**config.mk**
```make
export PLATFORM = sky130hd
export DESIGN_NAME = timer_mode_ctrl
export DESIGN_NICKNAME = d
export VERILOG_FILES = /design/src/rtl/timer_mode_ctrl.sv
export SDC_FILE = /design/constraint.sdc
export NUM_CORES = 1
export LEC_CHECK = 0
export BUFFER_PORTS_ARGS = -buffer_cell sky130_fd_sc_hd__buf_2
export CAP_MARGIN = 20
export CELL_PAD_IN_SITES_DETAIL_PLACEMENT = 0
export CELL_PAD_IN_SITES_GLOBAL_PLACEMENT = 1
export CORE_AREA = 10 10 109 72
export CTS_BUF_LIST = sky130_fd_sc_hd__clkbuf_8 sky130_fd_sc_hd__clkbuf_16
export DETAILED_ROUTE_END_ITERATION = 8
export DIE_AREA = 0 0 119 82
export GPL_TIMING_DRIVEN = 0
export PLACE_DENSITY_LB_ADDON = 0.1
export SLEW_MARGIN = 20
export SYNTH_ARGS = -nofsm -noshare
export SYNTH_HDL_FRONTEND = slang
export SYNTH_SLANG_ARGS = --single-unit
```
**constraint.sdc**
```tcl
create_clock -name clk -period 1.9 [get_ports clk]
set_input_delay 0.19 -clock clk [delete_from_list [all_inputs] [get_ports clk]]
set_output_delay 0.19 -clock clk [all_outputs]
set_load 0.005 [all_outputs]
```
**src/rtl/timer_mode_ctrl.sv**
```systemverilog
// Mode/scheduler controller for the HH:mm:ss timer: user mode FSM, set-time strobes,
// alarm register with ring timer, and the chime/alarm tone select.
module timer_mode_ctrl #(
  parameter int TIMEOUT_S = 10,
  parameter int ALARM_S   = 30
) (
  input  logic       clk,
  input  logic       rst,
  input  logic       tick_1hz,
  input  logic       btn_mode,
  input  logic       btn_inc,
  input  logic       alarm_en,
  input  logic [3:0] h1,
  input  logic [3:0] h2,
  input  logic [3:0] m1,
  input  logic [3:0] m2,
  input  logic [3:0] s1,
  input  logic [3:0] s2,
  output logic       run_en,
  output logic       inc_min,
  output logic       inc_hour,
  output logic [2:0] mode,
  output logic [3:0] alm_h1,
  output logic [3:0] alm_h2,
  output logic [3:0] alm_m1,
  output logic [3:0] alm_m2,
  output logic       ringing,
  output logic [1:0] bee_in
);

  // state        | meaning
  // RUN          | time free-runs, alarm may ring, btn_inc dismisses
  // SET_MIN      | seconds held, btn_inc strobes inc_min
  // SET_HOUR     | seconds held, btn_inc strobes inc_hour
  // SET_ALM_MIN  | time runs, btn_inc bumps alarm minute
  // SET_ALM_HOUR | time runs, btn_inc bumps alarm hour
  localparam logic [2:0] RUN          = 3'd0;
  localparam logic [2:0] SET_MIN      = 3'd1;
  localparam logic [2:0] SET_HOUR     = 3'd2;
  localparam logic [2:0] SET_ALM_MIN  = 3'd3;
  localparam logic [2:0] SET_ALM_HOUR = 3'd4;

  localparam int TMO_W = $clog2(TIMEOUT_S + 1);
  localparam int ACN_W = $clog2(ALARM_S + 1);

  logic [2:0]       state_q, state_d;
  logic [TMO_W-1:0] tmo_q, tmo_d;
  logic             inc_min_q, inc_min_d;
  logic             inc_hour_q, inc_hour_d;
  logic [3:0]       alm_h1_q, alm_h1_d, alm_h2_q, alm_h2_d;
  logic [3:0]       alm_m1_q, alm_m1_d, alm_m2_q, alm_m2_d;
  logic             tick_q;
  logic             ring_q, ring_d;
  logic [ACN_W-1:0] acnt_q, acnt_d;
  logic [1:0]       bee_q, bee_d;

  logic in_set, tmo_hit, inc_en, match, ring_clr;
  logic chime_pre, chime_top;

  assign in_set  = (state_q != RUN);
  assign tmo_hit = in_set && tick_1hz && (tmo_q == TMO_W'(TIMEOUT_S - 1));
  assign inc_en  = btn_inc && !btn_mode;

  always_comb begin
    state_d = state_q;
    // timeout outranks btn_mode so a coincident press still lands in RUN exactly once
    if (tmo_hit) begin
      state_d = RUN;
    end else if (btn_mode) begin
      case (state_q)
        RUN:          state_d = SET_MIN;
        SET_MIN:      state_d = SET_HOUR;
        SET_HOUR:     state_d = SET_ALM_MIN;
        SET_ALM_MIN:  state_d = SET_ALM_HOUR;
        default:      state_d = RUN;
      endcase
    end
  end

  always_comb begin
    tmo_d = tmo_q;
    if ((state_d != state_q) || !in_set || btn_mode || btn_inc) begin
      tmo_d = '0;
    end else if (tick_1hz) begin
      tmo_d = tmo_q + 1'b1;
    end
  end

  assign inc_min_d  = (state_q == SET_MIN)  && inc_en;
  assign inc_hour_d = (state_q == SET_HOUR) && inc_en;

  always_comb begin
    alm_m1_d = alm_m1_q;
    alm_m2_d = alm_m2_q;
    alm_h1_d = alm_h1_q;
    alm_h2_d = alm_h2_q;
    if ((state_q == SET_ALM_MIN) && inc_en) begin
      if (alm_m2_q == 4'd9) begin
        alm_m2_d = 4'd0;
        alm_m1_d = (alm_m1_q == 4'd5) ? 4'd0 : alm_m1_q + 4'd1;
      end else begin
        alm_m2_d = alm_m2_q + 4'd1;
      end
    end
    if ((state_q == SET_ALM_HOUR) && inc_en) begin
      if ((alm_h1_q == 4'd2) && (alm_h2_q == 4'd3)) begin
        alm_h1_d = 4'd0;
        alm_h2_d = 4'd0;
      end else if (alm_h2_q == 4'd9) begin
        alm_h1_d = alm_h1_q + 4'd1;
        alm_h2_d = 4'd0;
      end else begin
        alm_h2_d = alm_h2_q + 4'd1;
      end
    end
  end

  // Compare one cycle after the tick so the digits seen are the post-tick time.
  assign match = (state_q == RUN) && alarm_en && tick_q &&
                 (h1 == alm_h1_q) && (h2 == alm_h2_q) &&
                 (m1 == alm_m1_q) && (m2 == alm_m2_q) &&
                 (s1 == 4'd0) && (s2 == 4'd0);

  assign ring_clr = ((state_q == RUN) && btn_inc) || !alarm_en || (state_d != RUN);

  always_comb begin
    ring_d = ring_q;
    acnt_d = acnt_q;
    if (ring_clr) begin
      ring_d = 1'b0;
      acnt_d = '0;
    end else if (!ring_q && match) begin
      ring_d = 1'b1;
      acnt_d = ACN_W'(ALARM_S);
    end else if (ring_q && tick_q) begin
      if (acnt_q <= ACN_W'(1)) begin
        ring_d = 1'b0;
        acnt_d = '0;
      end else begin
        acnt_d = acnt_q - 1'b1;
      end
    end
  end

  assign chime_pre = (m1 == 4'd5) && (m2 == 4'd9) && (s1 == 4'd5) &&
                     (s2 <= 4'd8) && !s2[0];
  assign chime_top = (m1 == 4'd0) && (m2 == 4'd0) && (s1 == 4'd0) && (s2 == 4'd0);

  always_comb begin
    bee_d = 2'b00;
    if (chime_pre) begin
      bee_d = 2'b01;
    end else if (chime_top) begin
      bee_d = 2'b10;
    end else if (ring_q && !s2[0]) begin
      bee_d = 2'b10;
    end
  end

  always_ff @(posedge clk or posedge rst) begin
    if (rst) begin
      state_q    <= RUN;
      tmo_q      <= '0;
      inc_min_q  <= 1'b0;
      inc_hour_q <= 1'b0;
      alm_h1_q   <= 4'd0;
      alm_h2_q   <= 4'd0;
      alm_m1_q   <= 4'd0;
      alm_m2_q   <= 4'd0;
      tick_q     <= 1'b0;
      ring_q     <= 1'b0;
      acnt_q     <= '0;
      bee_q      <= 2'b00;
    end else begin
      state_q    <= state_d;
      tmo_q      <= tmo_d;
      inc_min_q  <= inc_min_d;
      inc_hour_q <= inc_hour_d;
      alm_h1_q   <= alm_h1_d;
      alm_h2_q   <= alm_h2_d;
      alm_m1_q   <= alm_m1_d;
      alm_m2_q   <= alm_m2_d;
      tick_q     <= tick_1hz;
      ring_q     <= ring_d;
      acnt_q     <= acnt_d;
      bee_q      <= bee_d;
    end
  end

  assign run_en   = !((state_q == SET_MIN) || (state_q == SET_HOUR));
  assign inc_min  = inc_min_q;
  assign inc_hour = inc_hour_q;
  assign mode     = state_q;
  assign alm_h1   = alm_h1_q;
  assign alm_h2   = alm_h2_q;
  assign alm_m1   = alm_m1_q;
  assign alm_m2   = alm_m2_q;
  assign ringing  = ring_q;
  assign bee_in   = bee_q;

endmodule

```
=== Word-level counts from Yosys, hierarchy flattened ===
Index checks and enable logic that the tools add are counted.

* Flip-flop bits (word level): 34
* Input bits: 30
* Output and inout port bits: 25
* Word-level logic and storage cells: 113

* $add $sub $neg: 6
* Order comparisons: 2
* Equality and inequality tests: 18
* Mux-type cells: 22
* Reductions and logical operators: 53

{| class="wikitable"
|+ Operators with widths
! kind !! number
|-
| 2-to-1 mux 4 bit || 8
|-
| logical AND 1 bit || 27
|-
| adder 4 x 1 -> 4 bit, second input constant || 5
|-
| 2-to-1 mux 5 bit || 4
|-
| equality test 4 bit || 4
|-
| equality test 4 bit, second input constant || 4
|-
| zero test 4 bit || 4
|-
| equality test 4 x 3 -> 1 bit, second input constant || 3
|-
| one-hot mux 3 bit (4 select lines) || 1
|-
| nonzero test 3 bit || 4
|-
| equality test 4 x 2 -> 1 bit, second input constant || 2
|-
| equality test 3 x 2 -> 1 bit, second input constant || 2
|-
| zero test 1 bit || 6
|-
| logical OR 1 bit || 6
|-
| 2-to-1 mux 2 bit || 3
|-
| 2-to-1 mux 3 bit || 2
|-
| AND reduction 2 bit || 3
|-
| less-or-equal comparator 5 x 1 -> 1 bit, second input constant || 1
|-
| subtractor 5 x 1 -> 5 bit, second input constant || 1
|-
| less-or-equal comparator 4 bit, second input constant || 1
|-
| 2-to-1 mux 1 bit || 4
|-
| nonzero test 2 bit || 2
|-
| equality test 3 x 1 -> 1 bit, second input constant || 1
|-
| equality test 3 bit, second input constant || 1
|-
| other kinds (2) || 2
|}

=== Longest topological paths before layout ===
Gate-level depths: netlist of run 1.

* Word-level depth: 12
* Gate-level depth with buffers: 7
* Mapped depth without buffers: 7

=== Worst setup path after synthesis of run 1 ===
No wires, ideal clock.

* Kind: reg-to-reg
* From: register alm_h2_q[0], in the netlist alm_h2[0]
* To: register alm_h1_q[1], in the netlist alm_h1[1]
* Setup time: 0.129 ns
* Arrival time: 1.812 ns
* Required time: 1.771 ns
* Slack: -0.041 ns
* Cell stages (with the launch flop): 7
* Path buffers: 0
* Clock period less this slack: 1.941 ns
* Cells stage by stage: dfrtp_1 -> ha_1 -> or4b_2 -> nor3b_1 -> nor2_1 -> o21ai_0 -> o31ai_1

* Cells in the longest elaborated chain, start to end: 4
* Elaborated cells on any way between the ends: 6
* Classes of those cells: 2 x eq/ne; 1 x mux; 3 x reduce/logical

{| class="wikitable"
|+ RTL lines
! what !! line !! source
|-
| start: declaration || 50 || <nowiki>logic [3:0] alm_h1_q, alm_h1_d, alm_h2_q, alm_h2_d;</nowiki>
|-
| start signal: assignment || 180 || <nowiki>alm_h2_q <= alm_h2_d;</nowiki>
|-
| equality test 4 x 2 -> 1 bit || 106 || <nowiki>if ((alm_h1_q == 4'd2) && (alm_h2_q == 4'd3)) begin</nowiki>
|-
| logical AND 1 bit || 106 ||
|-
| nonzero test 2 bit (no source line) || -- ||
|-
| AND reduction 2 bit (no source line) || -- ||
|-
| end signal: assignment || 179 || <nowiki>alm_h1_q <= alm_h1_d;</nowiki>
|-
| end: declaration || 50 ||
|}

Parallel ways exist; a longest one is shown, timed or not.
A chain may end at the register's enable or synchronous reset.

=== Worst setup path after layout of run 1 ===
* From: register state_q[2], in the netlist mode[2]
* To: register alm_m1_q[1], in the netlist alm_m1[1]

* Cells in the longest elaborated chain, start to end: 3

{| class="wikitable"
|+ RTL lines
! what !! line !! source
|-
| start: declaration || 46 || <nowiki>logic [2:0] state_q, state_d;</nowiki>
|-
| start signal: assignment || 175 || <nowiki>state_q <= state_d;</nowiki>
|-
| equality test 3 x 2 -> 1 bit || 97 || <nowiki>if ((state_q == SET_ALM_MIN) && inc_en) begin</nowiki>
|-
| logical AND 1 bit || 97 ||
|-
| AND reduction 2 bit (no source line) || -- ||
|-
| end signal: assignment || 181 || <nowiki>alm_m1_q <= alm_m1_d;</nowiki>
|-
| end: declaration || 51 || <nowiki>logic [3:0] alm_m1_q, alm_m1_d, alm_m2_q, alm_m2_d;</nowiki>
|}

Every way passes these cells.

==> metrics, run 1 <==
Mean Syn Cell Area=9.02 sq um; unrepaired setup endpoints after global routing=yes; count leader, synth=dfrtp_1; Vias=1754; drt first-iter violations=70; die width=119 um; DRC violations left=0; HP Class=in2reg; fillers=625; Slew Viols, Final=0; P_int=1540 uW; vias in the first global route=1723; cell row count=22; fin nets=326; cell taking the most area after synthesis=dfrtp_1; RePlAce Congestion=0.744; Crit. End Element=register; crit-path max FO=6; synth top area cells=dfrtp_1 43%, xnor2_1 5.7%, xor2_1 5.3%, ha_1 5.0%, nand2_1 4.5%; # diodes=0; Cells after Synth=221; CTS Root Cell=clkbuf_8; Critical R2R Launch=mode[2]$_DFF_PP0_; GRT Total Usage=0.112; Top Ports=55; hold_sp=s2[3]; Buf/Inv on CP=1; top layer in use=met4; switching share of total power=0.368; Yosys reg bits=34; Pre-antenna DRT Iters=4; IO Port Bufs=54; non-filler cells, final=373; dpl cell area=0.00239 sq mm; M1 wire length=2810 um; Synth Flop Type=dfrtp_1; largest net degree at the start of global routing=30; hold depth=2; Pwr Density=949 mW/mm^2; Max-Cap Viols=0; f_max=550 MHz; clock network fraction of total power=0.227; dpl cells=360; register area=855 sq um; reg2reg path depth=6; Worst EP arrival=1.99 ns; setup TNS=0 ns; clk_lat worst skew=0.28 ns; Required @ worst endpoint=2.08 ns; final instance area=0.00257 sq mm; Post-synth EDFFs=0; status=finished clean; critical path cell sequence=or3b_1 -> buf_4 -> or2_4 -> nor3_4 -> nand2_1 -> mux2_4; Initial Util=0.339; layout cells sized above 1=0.287; Antenna Violating Nets Remaining=0; startpoint types=register; net switching power=897 uW; Worst-path clk slew=0.07 ns; Die Y=82 um; sequential share of the synthesized area=0.427; Synth Warn #=0; met3 wire length=333 um; CP Class=reg2reg; post-synthesis async set-or-reset flop share=1.00; via density per instance=4.70; Worst path depth=6; sequential share of power=0.413; Worst VDD drop=0.434 mV; hold_ws=0.0975 ns; combinational power share=0.361; H-Tree Level Count=2; Critical-path top delay cell=dfrtp_2; WL met2=2170 um; Total Wirelength=5370 um; Synth top area share=0.427; Fin Clk Skew=0.00391 ns; Worst Tran Pin Value=0.425 ns; hpwl dp=4220 um; Area growth, synth to finish=28.7%; Synth Net Count=259; Pleak=0.00117 uW; worst setup path startpoint=mode[2]$_DFF_PP0_; Final min period=1.82 ns; initial antenna violation count=0; first-pass GRT wire length=8800 um; CP delay by family, top=simple AND/OR/NAND/NOR gates; clock buffer depth=2; Multi-input gate area=0.00112 sq mm; Max stage delay on crit path=0.41 ns; global route total overflow=0; Cell Area, Synth=0.00199 sq mm; most frequent cells after synthesis=34 x dfrtp_1, 24 x nand2_1, 19 x nor2_1; total core area=0.00589 sq mm; CTS sink cnt=34; drt wl/cell=14.4 um; crit share post-route=0.957; Final Hold Vio Count=0; setup violators final=0; relative slew slack=0.714; CTS tree=built; die area=0.00976 sq mm; post-synth cell types=42; CTS Buf Count=5
[power groups by stage]
| stage | registers, uW | clock network, uW | logic [uW] |
|---|---|---|---|
| after detailed placement | 1030 | 0 | 793 |
| after global routing | 1030 | 603 | 1010 |
| final | 1010 | 552 | 878 |
| after global placement | 1030 | 0 | 785 |
| after CTS | 1000 | 579 | 862 |
| after floorplan | 1000 | 0 | 483 |
[worst reg2reg max path: stages (launching register included)]
cell	delay, ns
dfrtp_2	0.41
or3b_1	0.36
buf_4	0.17
or2_4	0.28
nor3_4	0.12
nand2_1	0.09
mux2_4	0.29
[logic make-up after synthesis]
| group | count (synthesis) | synth area share |
|---|---|---|
| DFF | 34 | 0.427 |
| muxes | 3 | 0.0182 |
| xor gates and xnor gates | 25 | 0.110 |
| AOI/OAI and AO/OA | 36 | 0.102 |
| buffers and inverters | 16 | 0.0314 |
| adders and majority gates | 8 | 0.0502 |
| and+or+nand+nor | 99 | 0.262 |
[state kept, by name, summed over array words and instances (netlist names)]
register and flops:
inc_hour 1, bee_in 2, ringing 1, alm_h2 4
tick_q 1, alm_m2 4, tmo_q 4, acnt_q 5
alm_h1 4, mode 3, alm_m1 4, inc_min 1
[routing by layer]
layer / GRT usage / vias up
met5: 0 / -
met4: 0.0364 / 0
met3: 0.0377 / 5
met2: 0.164 / 45
met1: 0.153 / 796
li1: - / 908
[final timing paths]
path	end	slack (ns)
hold / removal	bee_in[0]$_DFF_PP0_	0.1
max in group asynchronous	alm_h2[1]$_DFFE_PP0P_	1.15
hold reg to reg	tmo_q[3]$_DFFE_PP0P_	0.55
setup reg to reg	alm_m1[1]$_DFFE_PP0P_	0.08
min in group asynchronous	alm_m1[3]$_DFFE_PP0P_	0.33
setup / recovery	alm_m1[1]$_DFFE_PP0P_	0.08
[placed cells by master, fill, tap and decap left out, types with 5 or more instances in the layout]
cell,instances
nand2b_1,5
inv_1,10
ha_1,8
nor4_1,7
o21ai_0,13
nand3_1,8
dfrtp_1,31
nand4_1,6
a21oi_1,12
nor3_1,7
xnor2_1,13
xor2_1,12
clkbuf_8,6
nand2_1,24
buf_4,6
nor2_1,18
buf_2,55
[repair_timing]
item | 4_1_cts | 5_1_grt
setup buffers | 4 | 1
setup endpoints to repair | 10 | 14
resized for setup | 5 | 7
pin swaps | 1 | 3
hold buffers | 1 | 0
endpoints found under the hold margin | 5 | 0
[final cells by class]
type                       instances  share of cell area
tap                               84              0.0410
timing repair buffer              61               0.132
sequential                        34               0.333
buffer                             5             0.00926
clock buffer                       6              0.0322
inverter                          10              0.0146
clock inverter                     2             0.00341
multi-input combinational        171               0.435
[through the flow]
| stage | utilization | worst slack [ns] | power (uW) |
|---|---|---|---|
| global placement | 0.403 | -0.238 | 1820 |
| detailed placement | 0.406 | -0.208 | 1820 |
| floorplan | - | 0.000789 | 1480 |
| CTS | 0.430 | 0.00423 | 2450 |
| finish | 0.436 | 0.0821 | 2440 |
| global route | 0.436 | -0.0283 | 2640 |
(Power assumes the default switching activity.)
==> run 2: changes to the inputs <==
- CORE_AREA: 10 10 109 72 -> 10 10 80 96
- DIE_AREA: 0 0 119 82 -> 0 0 90 106
==> metrics, run 2 (same netlist as run 1, synthesis figures left out) <==
status=finished clean (unchanged); Vias=1790 (was 1754); Die Y=106 um (was 82 um); clock network fraction of total power=0.228 (was 0.227); Top Ports=55 (unchanged); Total Wirelength=5330 um (was 5370 um); IO Port Bufs=54 (unchanged); GRT Total Usage=0.112 (about the same); f_max=532 MHz (was 550 MHz); die area=0.00954 sq mm (was 0.00976 sq mm); cell row count=31 (was 22); combinational power share=0.356 (was 0.361); via density per instance=4.84 (was 4.70); Antenna Violating Nets Remaining=0 (unchanged); startpoint types=register (unchanged); net switching power=885 uW (was 897 uW); register area=853 sq um (was 855 sq um); global route total overflow=0 (unchanged); Required @ worst endpoint=2.07 ns (was 2.08 ns); Final Power=2410 uW (was 2440 uW); Multi-input gate area=0.00112 sq mm (unchanged); vias in the first global route=1863 (was 1723); CP Class=reg2reg (unchanged); drt wl/cell=14.4 um (about the same); dpl cells=358 (was 360); Worst Tran Pin Value=0.375 ns (was 0.425 ns); Slew Viols, Final=0 (unchanged); Area growth, synth to finish=28.0% (was 28.7%); hold_ws=0.0960 ns (was 0.0975 ns); Worst-path clk slew=0.07 ns (about the same); # diodes=0 (unchanged); hpwl dp=4170 um (was 4220 um); total core area=0.00586 sq mm (was 0.00589 sq mm); setup violators final=0 (unchanged); CTS Root Cell=clkbuf_8 (unchanged); Crit. End Element=register (unchanged); H-Tree Level Count=2 (unchanged); unrepaired setup endpoints after global routing=yes (unchanged); leading cell type in the layout, fill and taps excluded=buf_2 (unchanged); Pre-antenna DRT Iters=4 (unchanged); Worst VDD drop=0.492 mV (was 0.434 mV); final instance area=0.00255 sq mm (was 0.00257 sq mm); crit-path max FO=6 (unchanged); CTS Buf Count=5 (unchanged); Initial Util=0.341 (was 0.339); DRC violations left=0 (unchanged); largest net degree at the start of global routing=30 (unchanged); CTS tree=built (unchanged); clock buffer depth=2 (unchanged); Worst EP arrival=2.05 ns (was 1.99 ns); layout cells sized above 1=0.285 (was 0.287); fin nets=325 (was 326); commonest non-fill, non-tap cells in the layout=56 x buf_2, 32 x dfrtp_1, 24 x nand2_1, 18 x nor2_1, 13 x xnor2_1 (was 55 x buf_2, 31 x dfrtp_1, 24 x nand2_1, 18 x nor2_1); CTS sink cnt=34 (unchanged); Max-Cap Viols=0 (unchanged); relative slew slack=0.748 (was 0.714); Pwr Density=944 mW/mm^2 (was 949 mW/mm^2); drt first-iter violations=25 (was 70); clk_lat worst skew=0.28 ns (about the same); die width=90 um (was 119 um); utilization after layout=0.436 (about the same); sequential share of power=0.416 (was 0.413); crit share post-route=0.990 (was 0.957); HP Class=in2reg (unchanged); Final Hold Vio Count=0 (unchanged); Fin Clk Skew=0.0102 ns (was 0.00391 ns); max FFs per register=5 (unchanged); Pleak=0.00117 uW (about the same); Final min period=1.88 ns (was 1.82 ns); dpl cell area=0.00239 sq mm (about the same); P_int=1520 uW (was 1540 uW); register with the most flip-flops=acnt_q (unchanged); switching share of total power=0.367 (was 0.368); initial antenna violation count=0 (unchanged); first-pass GRT wire length=8900 um (was 8800 um); fillers=627 (was 625); RePlAce Congestion=0.740 (was 0.744); non-filler cells, final=370 (was 373)
-- run 2: cell count changes in the layout (fill, tap and decap cells not counted) --
cell,previous run,this run
dfrtp_2,3,2
dfrtp_1,31,32
o21ai_1,1,2
clkbuf_1,3,2
buf_4,6,4
buf_2,55,56
clkbuf_2,0,1
o21ai_0,13,12
-- run 2: per-stage QoR --
step                setup WS (ns)  setup TNS, ns
CTS                      -0.00805       -0.00805
floorplan                0.000789              0
global route              -0.0549        -0.0549
global placement           -0.180          -1.12
finish                     0.0199              0
detailed placement         -0.195          -1.17
-- run 2: worst paths after layout --
check                                 startpoint                     to  slack [ns]  cells after the start
setup / recovery               mode[2]$_DFF_PP0_  alm_m1[1]$_DFFE_PP0P_        0.02                      6
hold / removal                          tick_1hz       tick_q$_DFF_PP0_         0.1                      1
setup reg to reg               mode[2]$_DFF_PP0_  alm_m1[1]$_DFFE_PP0P_        0.02                      6
hold reg to reg            alm_m2[0]$_DFFE_PP0P_  alm_m2[0]$_DFFE_PP0P_        0.55                      1
max in group asynchronous                    rst      mode[2]$_DFF_PP0_        1.16                      4
min in group asynchronous                    rst  alm_m2[2]$_DFFE_PP0P_        0.34                      3
-- run 2: critical path: stages, from the launching register on --
cell and delay, ns:
dfrtp_2 0.40, or3b_1 0.36, buf_2 0.16, or2_4 0.28, nor3_4 0.18, nand2_1 0.09
mux2_4 0.30
-- run 2: power groups by stage --
stage               Sequential [uW]  Clock (uW)  Combinational, uW
floorplan                      1000           0                483
global placement               1020           0                791
detailed placement             1030           0                797
CTS                             977         578                901
global route                   1030         594                971
finish                         1000         549                858
-- run 2: final cells by class --
cell class	count	share of cell area
clock buffer	6	0.0323
timing repair buffer	60	0.129
sequential	34	0.334
buffer	5	0.00882
clock inverter	2	0.00343
multi-input combinational	171	0.437
tap	82	0.0402
inverter	10	0.0147
-- run 2: timing repair --
action                                  CTS  global route
gates resized for setup                   5             7
endpoints found under the setup margin    9            12
pin swaps                                 0             2
hold endpoints to repair                  5             0
setup buffers                             3             1
hold buffers                              1             0
-- run 2: layer usage --
metal	global-route usage	wire length, um	up-vias
met1	0.133	2480	841
met4	0.0342	62	0
met3	0.0296	234	6
li1	-	-	903
met2	0.193	2550	40
met5	0	0	-
